===== src/rtl/imem_loader_pkg.sv =====
// Shared types and constants for the instruction-memory loader.
// Holds the FSM state encoding, the err_code values and the default memory depth.
package imem_loader_pkg;

    typedef enum logic [2:0] {
        ST_IDLE,
        ST_LEN_LO,
        ST_LEN_HI,
        ST_DATA,
        ST_CHECK,
        ST_DONE,
        ST_ERROR
    } state_t;

    localparam logic [1:0] ERR_NONE = 2'd0;
    localparam logic [1:0] ERR_LEN  = 2'd1;
    localparam logic [1:0] ERR_CSUM = 2'd2;

    localparam int DEPTH_DEFAULT = 256;

endpackage


===== src/rtl/imem_loader_byte_packer.sv =====
// Assembles four consecutive bytes into a little-endian 32-bit word.
// vld_p1 pulses for one cycle, with word_p1 held, after the 4th byte is taken.
module byte_packer (
    input  logic        clk,
    input  logic        rst_n,
    input  logic        clear,
    input  logic        byte_valid,
    input  logic [7:0]  byte_in,
    output logic        last_byte,
    output logic        vld_p1,
    output logic [31:0] word_p1
);

    logic [1:0]  cnt;
    logic [23:0] partial;

    assign last_byte = (cnt == 2'd3);

    // Stage p1: completed word and its strobe; earlier bytes shift down from the top.
    always_ff @(posedge clk or negedge rst_n) begin
        if (!rst_n) begin
            cnt     <= 2'd0;
            partial <= 24'd0;
            word_p1 <= 32'd0;
            vld_p1  <= 1'b0;
        end else begin
            vld_p1 <= 1'b0;
            if (clear) begin
                cnt <= 2'd0;
            end else if (byte_valid) begin
                cnt <= cnt + 2'd1;
                if (last_byte) begin
                    word_p1 <= {byte_in, partial};
                    vld_p1  <= 1'b1;
                end else begin
                    partial <= {byte_in, partial[23:8]};
                end
            end
        end
    end

endmodule


===== src/rtl/imem_loader.sv =====
// Streams a length-prefixed, XOR-checksummed program into instruction memory
// while holding the CPU in reset until a load completes cleanly.
module imem_loader
    import imem_loader_pkg::*;
#(
    parameter int          DEPTH     = DEPTH_DEFAULT,
    parameter logic [31:0] ADDR_BASE = 32'h0000_0000
) (
    input  logic        clk,
    input  logic        rst_n,
    input  logic        load_start,
    input  logic [7:0]  rx_data,
    input  logic        rx_valid,
    output logic        rx_ready,
    output logic        mem_we,
    output logic [31:0] mem_addr,
    output logic [31:0] mem_wdata,
    output logic        cpu_hold,
    output logic        busy,
    output logic        done,
    output logic [1:0]  err_code
);

    localparam logic [16:0] DEPTH_L = 17'(DEPTH);

    state_t      state, state_nxt;
    logic        accept;
    logic        start_ok;
    logic        last_byte;
    logic [7:0]  len_lo;
    logic [15:0] len;
    logic [15:0] len_full;
    logic        len_too_big;
    logic [15:0] widx;
    logic [7:0]  csum;

    assign accept      = rx_valid && rx_ready;
    assign start_ok    = (state == ST_IDLE) || (state == ST_DONE) || (state == ST_ERROR);
    assign len_full    = {rx_data, len_lo};
    assign len_too_big = {1'b0, len_full} > DEPTH_L;

    byte_packer u_packer (
        .clk        (clk),
        .rst_n      (rst_n),
        .clear      (load_start && start_ok),
        .byte_valid (accept && (state == ST_DATA)),
        .byte_in    (rx_data),
        .last_byte  (last_byte),
        .vld_p1     (mem_we),
        .word_p1    (mem_wdata)
    );

    always_ff @(posedge clk or negedge rst_n) begin
        if (!rst_n) state <= ST_IDLE;
        else        state <= state_nxt;
    end

    always_comb begin
        state_nxt = state;
        rx_ready  = 1'b0;
        busy      = 1'b0;
        cpu_hold  = 1'b1;
        case (state)
            ST_IDLE, ST_ERROR: begin
                if (load_start) state_nxt = ST_LEN_LO;
            end
            ST_DONE: begin
                cpu_hold = 1'b0;
                if (load_start) state_nxt = ST_LEN_LO;
            end
            ST_LEN_LO: begin
                rx_ready = 1'b1;
                busy     = 1'b1;
                if (accept) state_nxt = ST_LEN_HI;
            end
            ST_LEN_HI: begin
                rx_ready = 1'b1;
                busy     = 1'b1;
                if (accept) begin
                    if (len_too_big)          state_nxt = ST_ERROR;
                    else if (len_full == '0)  state_nxt = ST_CHECK;
                    else                      state_nxt = ST_DATA;
                end
            end
            ST_DATA: begin
                rx_ready = 1'b1;
                busy     = 1'b1;
                // widx still names the word being completed: its write lands a cycle later.
                if (accept && last_byte && (widx == len - 16'd1)) state_nxt = ST_CHECK;
            end
            ST_CHECK: begin
                rx_ready = 1'b1;
                busy     = 1'b1;
                if (accept) state_nxt = (rx_data == csum) ? ST_DONE : ST_ERROR;
            end
            default: state_nxt = ST_IDLE;
        endcase
    end

    always_ff @(posedge clk or negedge rst_n) begin
        if (!rst_n) begin
            len_lo   <= 8'd0;
            len      <= 16'd0;
            widx     <= 16'd0;
            csum     <= 8'd0;
            mem_addr <= ADDR_BASE;
            done     <= 1'b0;
            err_code <= ERR_NONE;
        end else begin
            if (load_start && start_ok) begin
                widx     <= 16'd0;
                csum     <= 8'd0;
                mem_addr <= ADDR_BASE;
                done     <= 1'b0;
                err_code <= ERR_NONE;
            end
            if (mem_we) widx <= widx + 16'd1;
            if (accept) begin
                case (state)
                    ST_LEN_LO: len_lo <= rx_data;
                    ST_LEN_HI: begin
                        len <= len_full;
                        if (len_too_big) err_code <= ERR_LEN;
                    end
                    ST_DATA: begin
                        csum <= csum ^ rx_data;
                        if (last_byte) mem_addr <= ADDR_BASE + {14'd0, widx, 2'b00};
                    end
                    ST_CHECK: begin
                        if (rx_data == csum) done     <= 1'b1;
                        else                 err_code <= ERR_CSUM;
                    end
                    default: ;
                endcase
            end
        end
    end

endmodule


===== config.mk =====
export PLATFORM = sky130hd
export DESIGN_NAME = imem_loader
export DESIGN_NICKNAME = d
export VERILOG_FILES = /design/src/rtl/imem_loader_pkg.sv /design/src/rtl/imem_loader_byte_packer.sv /design/src/rtl/imem_loader.sv
export SDC_FILE = /design/constraint.sdc
export NUM_CORES = 1
export LEC_CHECK = 0
export CAP_MARGIN = 15
export CORE_MARGIN = 2
export CORE_UTILIZATION = 50
export CTS_CLUSTER_DIAMETER = 60
export DETAILED_ROUTE_END_ITERATION = 10
export PLACE_DENSITY = 0.73
export SYNTH_ARGS = -nofsm -noshare
export SYNTH_HDL_FRONTEND = slang
export SYNTH_HIERARCHICAL = 1
export SYNTH_SLANG_ARGS = --single-unit

===== constraint.sdc =====
create_clock -name clk -period 3 [get_ports clk]
set_input_delay 0.9 -clock clk [delete_from_list [all_inputs] [get_ports clk]]
set_output_delay 0.9 -clock clk [all_outputs]
set_load 0.05 [all_outputs]

=== Word level (Yosys, flattened, before mapping) ===
Index checks and enable logic that the tools add are counted.

* Equality and inequality tests: 14
* Reductions and logical operators: 18
* $lt $le $gt $ge: 1
* Bitwise operators: 3
* Add/sub/neg operators: 3
* Multiplexer cells: 34

{| class="wikitable"
|+ Operators by type and width
! operator !! number
|-
| two-way mux 32 bit || 4
|-
| two-way mux 16 bit || 2
|-
| two-way mux 8 bit || 3
|-
| two-way mux 3 bit || 7
|-
| adder 16 x 1 -> 16 bit (second input constant) || 1
|-
| equality test 16 bit || 1
|-
| > comparator 16 x 9 -> 1 bit (second input constant) || 1
|-
| zero test 16 bit || 1
|-
| subtractor 16 x 1 -> 16 bit (second input constant) || 1
|-
| one-hot mux 3 bit (5 select lines) || 1
|-
| two-way mux 2 bit || 7
|-
| equality test 3 bit (second input constant) || 3
|-
| two-way mux 1 bit || 9
|-
| equality test 8 bit || 1
|-
| bitwise XOR 8 bit || 1
|-
| equality test 3 x 2 -> 1 bit (second input constant) || 2
|-
| inequality test 2 bit (second input constant) || 3
|-
| AND reduction 3 bit || 2
|-
| logical AND 1 bit || 5
|-
| AND reduction 5 bit || 1
|-
| inequality test 2 x 1 -> 1 bit (second input constant) || 2
|-
| one-hot mux 2 bit (2 select lines) || 1
|-
| AND reduction 2 bit || 2
|-
| nonzero test 2 bit || 2
|-
| 8 further kinds || 10
|}

* Register bits: 145
* Output and inout port bits: 71

=== Logic depth before layout (Yosys ltp) ===
Gate-level depths: netlist of run 1.

* Depth after elaboration: 8
* Mapped depth: 9

=== Hierarchy ===
The synthesis of run 1 kept the hierarchy.

{| class="wikitable"
|+ Modules (own cells, without submodules)
! module !! times used !! cells each !! area each (µm²) !! seq. area each (µm²)
|-
| imem_loader || 1 || 428 || 4324.1 || 2152.1
|-
| byte_packer || 1 || 128 || 2235.9 || 1476.4
|}

=== Least setup slack after synthesis of run 1 ===
No wires, ideal clock.

* Path type: reg-to-output
* Start point: register state[0]
* End point: output rx_ready
* Slack: 0.418 ns
* Path buffers: 2
* Arrival: 1.682 ns
* Cell stages (with the launch flop): 6
* Cells stage by stage: dfrtp_1 -> clkbuf_8 -> nor2_1 -> xor2_1 -> inv_1 -> buf_4

* Longest elaborated chain between the ends: 3
* Elaborated cells on any way between the ends: 6
* Classes of those cells: eq/ne (4); mux (1); reduce/logical (1)

{| class="wikitable"
|+ Ends and longest elaborated chain
! what !! line !! text
|-
| start, declared || imem_loader.sv:26 || <nowiki>state_t state, state_nxt;</nowiki>
|-
| start signal, assigned || imem_loader.sv:55 || <nowiki>else state <= state_nxt;</nowiki>
|-
| equality test 3 x 2 -> 1 bit, or another cell as far along || n/a ||
|-
| OR reduction 4 bit (no source line) * || n/a ||
|-
| two-way mux 1 bit * || n/a ||
|-
| end, declared || imem_loader.sv:14 || <nowiki>output logic rx_ready,</nowiki>
|}

Every way passes the cells marked *; elsewhere a longest branch is shown, timed or not.

=== Worst setup path in the final report of run 1 ===
* Start point: register len[0]
* End point: register state[1]

* Longest elaborated chain between the ends: 5

{| class="wikitable"
|+ Ends and longest elaborated chain
! what !! line !! text
|-
| start, declared || imem_loader.sv:31 || <nowiki>logic [15:0] len;</nowiki>
|-
| start signal, assigned || imem_loader.sv:122 || <nowiki>len <= len_full;</nowiki>
|-
| subtractor 16 x 1 -> 16 bit || imem_loader.sv:89 || <nowiki>if (accept && last_byte && (widx == len - 16'd1)) state_nxt = ST_CHECK;</nowiki>
|-
| equality test 16 bit || imem_loader.sv:89 ||
|-
| logical AND 1 bit || imem_loader.sv:89 ||
|-
| inequality test 2 x 1 -> 1 bit (no source line) || n/a ||
|-
| AND reduction 5 bit (no source line) || n/a ||
|}

Every way passes these cells.
A chain may end at the register's enable or synchronous reset.

==> results of run 1 <==
[report_power, final]
part	switching [mW]	internal, mW	total [mW]
registers	0.639	2.74	3.38
logic	2.23	1.60	3.83
clock network	0.876	1.25	2.12
total	3.74	5.59	9.33
[metal layers]
layer / global-route usage / wire [um]
met5: 0 / 0
met2: 0.335 / 6540
met3: 0.0449 / 649
met1: 0.275 / 6180
met4: 0.0811 / 203
[synthesized netlist by cell type (3+ instances only)]
cell,n,share of area
or4_1,3,0.0034
dfrtp_1,145,0.55
clkbuf_1,20,0.011
ha_1,3,0.0057
inv_1,11,0.0063
nand3_1,24,0.018
buf_6,6,0.010
o21ai_0,32,0.024
and3_1,23,0.022
nor4_1,5,0.0048
nor2_1,17,0.0097
nor4_4,3,0.0097
xnor2_1,17,0.023
a31oi_1,5,0.0048
o31ai_1,4,0.0046
nand4_1,7,0.0067
a21oi_1,12,0.0092
o211ai_1,3,0.0034
mux2_2,75,0.13
nor3_1,5,0.0038
xor2_1,19,0.025
nor2b_1,9,0.0086
nand2_1,58,0.033
mux2i_1,6,0.0092
[cell families (layout without fill, tap and decap cells)]
group	after synthesis	count (layout)	synth area share
flip-flops	145	145	0.553
multiplexers	82	82	0.140
AND/OR/NAND/NOR	173	173	0.146
buffers and inverters	40	146	0.0334
adder cells (fa/ha/maj)	3	3	0.00572
XOR/XNOR	36	36	0.0481
AO/OA/AOI/OAI	77	77	0.0740
[area by class of cell]
cell class,count,share of cell area
sequential,145,0.442
timing repair buffer,103,0.124
clock buffer,17,0.0518
inverter,11,0.00503
multi-input combinational,371,0.331
clock inverter,15,0.0212
tap,172,0.0262
[registers in the layout, summed over array words and instances, names as in the netlist]
signal / flops
len_lo: 8
u_packer/word_p1: 32
len: 16
u_packer/partial: 24
err_code: 2
mem_addr: 32
csum: 8
u_packer/vld_p1: 1
u_packer/cnt: 2
state: 3
widx: 16
done: 1
[final timing paths]
check / cells after the start / from / endpoint / slack (ns)
setup / recovery: 8 / len[0] / state[1] / 0.37
hold reg to reg: 2 / mem_addr[6] / mem_addr[6] / 0.49
setup reg to reg: 8 / len[0] / state[1] / 0.37
min in group clk: 2 / mem_addr[6] / mem_addr[6] / 0.49
hold / removal: 1 / rst_n / mem_addr[23] / 0.44
max in group asynchronous: 2 / rst_n / u_packer/partial[22] / 1.85
==> qor.csv, run 1 <==
stage;metric;value;unit
clocking;cts_resized;0;
place;finalWeightedCongestion;0.865;
synthesis;synth-seq-cells;145;
final_layout;post-route-cell-area;8220;um2
clocking;cts_tree;done;
clocking;clkSlewWorstSetupHoldPaths;0.06;ns
final_layout;finalNonFillerCells;834;
die;die_area;14100;um2
place;post-dp-hpwl;9320;um
clocking;cts-htree-levels;4;
place;pre_cts_ws;0.0863;ns
worst_setup_path;crit_type;register to register;
hold_path;hp-class;input port to asynchronous set/reset pin;
global_routing;grt_max_degree;58;
die;die_h;119;um
final_layout;diodes;0;
synthesis;yosysSeqAreaShare;0.553;
die;io_pins;83;
clocking;clock_latency;0.42;ns
die;core;12700;um2
sta;setup_violations;0;
worst_setup_path;cp.required;3.29;ns
final_layout;final_nets;664;
worst_setup_path;path_max_fanout;7;
sta;fmax;0.380;GHz
detailed_routing;ant_nets;0;
worst_setup_path;cp_slowest_stage_delay;0.55;ns
worst_setup_path;cp.arrival;2.92;ns
final_layout;final_cell_mix;dfrtp_1, clkdlybuf4s50_1, mux2_2;
synthesis;synthesis.instances;556;
clocking;root_buffer;clkbuf_16;
synthesis;dominantRegCellSynth;dfrtp_1;
final_layout;area_delta_synth_final;25.2;%
worst_setup_path;crit_chain;inv_1 > ha_1 > nor3b_2 > and3_1 > a31oi_1 > or4_4 > nor4_4 > o21ai_0;
run_status;outcome;complete, no violations;
final_layout;drive_gt1_frac;0.219;
final_layout;final_util;0.646;
place;dp_cells;802;
detailed_routing;routed_wl;13600;um
worst_setup_path;critPathBufInv;1;
final_layout;layout_commonest_cell;dfrtp_1;
sta;final_hold_viol_count;0;
detailed_routing;wl_per_cell;16.3;um
pwr;vdd_drop_max;0.000981;V
sta;tns;0;ns
synthesis;syn_nets;571;
global_routing;antenna_found_initial;0;
sta;relSlewSlack;0.646;
detailed_routing;remaining_drc_errors;0;
final_layout;multiInputGateArea;2720;um2
detailed_routing;drt_iter0_markers;253;
final_layout;final-seq-area;3630;um2
pwr;p_leak;3.64;nW
global_routing;grt_pass1_vias;4774;
detailed_routing;routed-via-count;4608;
clocking;clock_path_buffers;2;
worst_setup_path;cpMaxStageDelayCell;or4_4;
place;portBuffers;82;
global_routing;grt_first_pass_wirelength;23400;um
die;chipWidth;119;um
clocking;postCtsHoldBufs;0;
synthesis;syn_area;6560;um2
synthesis;syn_avg_cell_area;11.8;um2
global_routing;gr-total-overflow;0;
sta;period_share;0.877;
clocking;cts_made_buffers;17;
sta;tightestPinTransition;0.529;ns
sta;clock-skew-final;0.00688;ns
global_routing;grt_usage;0.207;
detailed_routing;dr.pass1.iters;4;
place;place_area;7610;um2
synthesis;synthArstFlopShare;1.00;
sta;grt_setup_unrepaired;no;
worst_setup_path;cp-end-kind;register;
worst_setup_path;cpLargestDelayFamily;simple AND/OR/NAND/NOR gates;
pwr;power.total;9.33;mW
sta;min_period;2.63;ns
worst_setup_path;critPathLaunchType;register;
sta;setup_slack;0.369;ns
clocking;cts_setup_buffers;0;
pwr;power_density;1140;nW/um2
synthesis;synth_warnings;6;
job;drv_cap;0;
sta;finalMaxSlewViolations;0;
clocking;clock_sinks;145;
synthesis;synth.distinct_cells;61;
final_layout;fill_cells;1026;
sta;worst_hold_slack;0.437;ns
die;initial_utilization;0.516;
synthesis;synth_edf_count;0;
detailed_routing;viasPerCell;5.53;
die;rows;41;
No activity file was read; power rests on OpenSTA's default activity.
==> inputs of run 2 (changes only) <==
--- a/config.mk
+++ b/config.mk
@@ -5,6 +5,7 @@
 export SDC_FILE = /design/constraint.sdc
 export NUM_CORES = 1
 export LEC_CHECK = 0
+export ABC_CLOCK_PERIOD_IN_PS = 3000
 export CAP_MARGIN = 15
 export CORE_MARGIN = 2
 export CORE_UTILIZATION = 50
==> results of run 2 <==
Final layout, timing and power as in run 1 (identical DEF).
==> inputs of run 3 (changes only) <==
--- a/config.mk
+++ b/config.mk
@@ -11,7 +11,7 @@
 export CORE_UTILIZATION = 50
 export CTS_CLUSTER_DIAMETER = 60
 export DETAILED_ROUTE_END_ITERATION = 10
-export PLACE_DENSITY = 0.73
+export PLACE_DENSITY_LB_ADDON = 0.2
 export SYNTH_ARGS = -nofsm -noshare
 export SYNTH_HDL_FRONTEND = slang
 export SYNTH_HIERARCHICAL = 1
==> qor.csv, run 3 (synthesis results as in run 1) <==
stage;metric;value;unit
run_status;outcome;complete, no violations;
final_layout;layout_commonest_cell;dfrtp_1;
final_layout;final_cell_mix;dfrtp_1, clkdlybuf4s50_1, mux2_2;
global_routing;antenna_found_initial;0;
sta;final_hold_viol_count;0;
die;initial_utilization;0.516;
sta;worst_hold_slack;0.472;ns
die;die_h;119;um
worst_setup_path;r2r_slack;0.40;ns
final_layout;layout_top_registers;mem_addr: 32 flops, u_packer/word_p1: 32 flops, u_packer/partial: 24 flops;
sta;setup_violations;0;
clocking;clock_path_buffers;2;
worst_setup_path;cp-end-kind;register;
clocking;clock_sinks;145;
final_layout;diodes;0;
global_routing;grt_first_pass_wirelength;23600;um
sta;setup_slack;0.398;ns
worst_setup_path;r2r_end;state[1];
die;core;12700;um2
sta;tns;0;ns
die;rows;41;
detailed_routing;routed-via-count;4567;
clocking;postCtsHoldBufs;0;
global_routing;grt_usage;0.210;
place;pre_cts_ws;-0.00590;ns
pwr;power_density;1140;nW/um2
die;chipWidth;119;um
final_layout;final_nets;667;
clocking;cts_resized;0;
final_layout;area_delta_synth_final;25.9;%
detailed_routing;routed_wl;13800;um
job;drv_cap;0;
detailed_routing;viasPerCell;5.46;
die;die_area;14100;um2
die;io_pins;83;
sta;finalMaxSlewViolations;0;
worst_setup_path;reg2reg_from;len[0];
detailed_routing;remaining_drc_errors;0;
final_layout;post-route-cell-area;8260;um2
clocking;cts_tree;done;
worst_setup_path;critPathLaunchType;register;
worst_setup_path;cp.arrival;2.89;ns
pwr;vdd_drop_max;0.000882;V
global_routing;grt_pass1_vias;4707;
detailed_routing;wl_per_cell;16.5;um
place;place_area;7650;um2
place;post-dp-hpwl;9420;um
hold_path;hp-class;input port to asynchronous set/reset pin;
clocking;cts-htree-levels;4;
final_layout;fill_cells;1023;
global_routing;gr-total-overflow;0;
worst_setup_path;cp.required;3.28;ns
worst_setup_path;path_max_fanout;7;
clocking;clock_latency;0.42;ns
sta;grt_setup_unrepaired;no;
place;finalWeightedCongestion;0.880;
sta;relSlewSlack;0.568;
worst_setup_path;crit_type;register to register;
sta;period_share;0.867;
clocking;cts_setup_buffers;0;
sta;tightestPinTransition;0.648;ns
pwr;p_leak;3.67;nW
clocking;clkSlewWorstSetupHoldPaths;0.06;ns
final_layout;drive_gt1_frac;0.223;
global_routing;grt_max_degree;67;
sta;clock-skew-final;0.00974;ns
clocking;root_buffer;clkbuf_16;
detailed_routing;drt_iter0_markers;284;
detailed_routing;ant_nets;0;
clocking;cts_made_buffers;17;
worst_setup_path;ff2ff_path_depth;8;
sta;fmax;0.384;GHz
detailed_routing;dr.pass1.iters;4;
sta;min_period;2.60;ns
place;portBuffers;82;
==> run 3: cell types whose count changed in the layout (fill, tap and decap cells not counted), sizes merged <==
| cell | before | now |
|---|---|---|
| buf | 24 | 27 |
| clkinv | 4 | 6 |
| inv | 17 | 15 |
| bufinv | 2 | 3 |
| clkinvlp | 3 | 2 |
==> run 3: where the power goes <==
part | internal (mW) | total (mW) | switching (mW)
clock | 1.32 | 2.17 | 0.851
sequential | 2.74 | 3.38 | 0.642
combinational | 1.63 | 3.87 | 2.24
==> run 3: metrics by stage <==
stage	power [mW]	util	cells
after floorplan	6.06	-	556
after global placement	7.14	0.601	805
after detailed placement	7.26	0.601	805
after CTS	9.48	0.649	837
after global routing	9.93	0.649	837
final	9.41	0.649	837
==> run 3: how the worst max path moves through the flow <==
stage	startpoint	to	slack, ns
floorplan	state[0]	rx_ready	0.42
global placement	rx_data[1]	state[1]	0.04
detailed placement	rx_valid	u_packer/partial[19]	-0.006
CTS	state[2]	cpu_hold	0.01
global route	len[0]	state[1]	0.25
finish	len[0]	state[1]	0.40
==> run 3: critical path: stages (launching register included) <==
cell and delay [ns]:
dfrtp_1 0.44, inv_1 0.11, ha_1 0.18, nor3b_2 0.40, and3_1 0.22, a31oi_1 0.08, or4_4 0.55, nor4_4 0.36
o21ai_0 0.13
==> run 3: final cells by class <==
type	count	area, um2	area share
Clock buffer	17	425	0.0515
Clock inverter	15	181	0.0220
Inverter	11	41.3	0.00500
Multi-Input combinational cell	371	2720	0.329
Sequential cell	145	3630	0.439
Tap cell	172	215	0.0261
Timing Repair Buffer	106	1050	0.127
==> run 3: per-layer routing <==
layer,share of wire,vias to the layer above,routed length (um),track usage
li1,-,2174,-,-
met1,0.47,2270,6410,0.278
met2,0.48,104,6640,0.341
met3,0.038,19,524,0.0492
met4,0.015,0,201,0.0722
met5,0,-,0,0
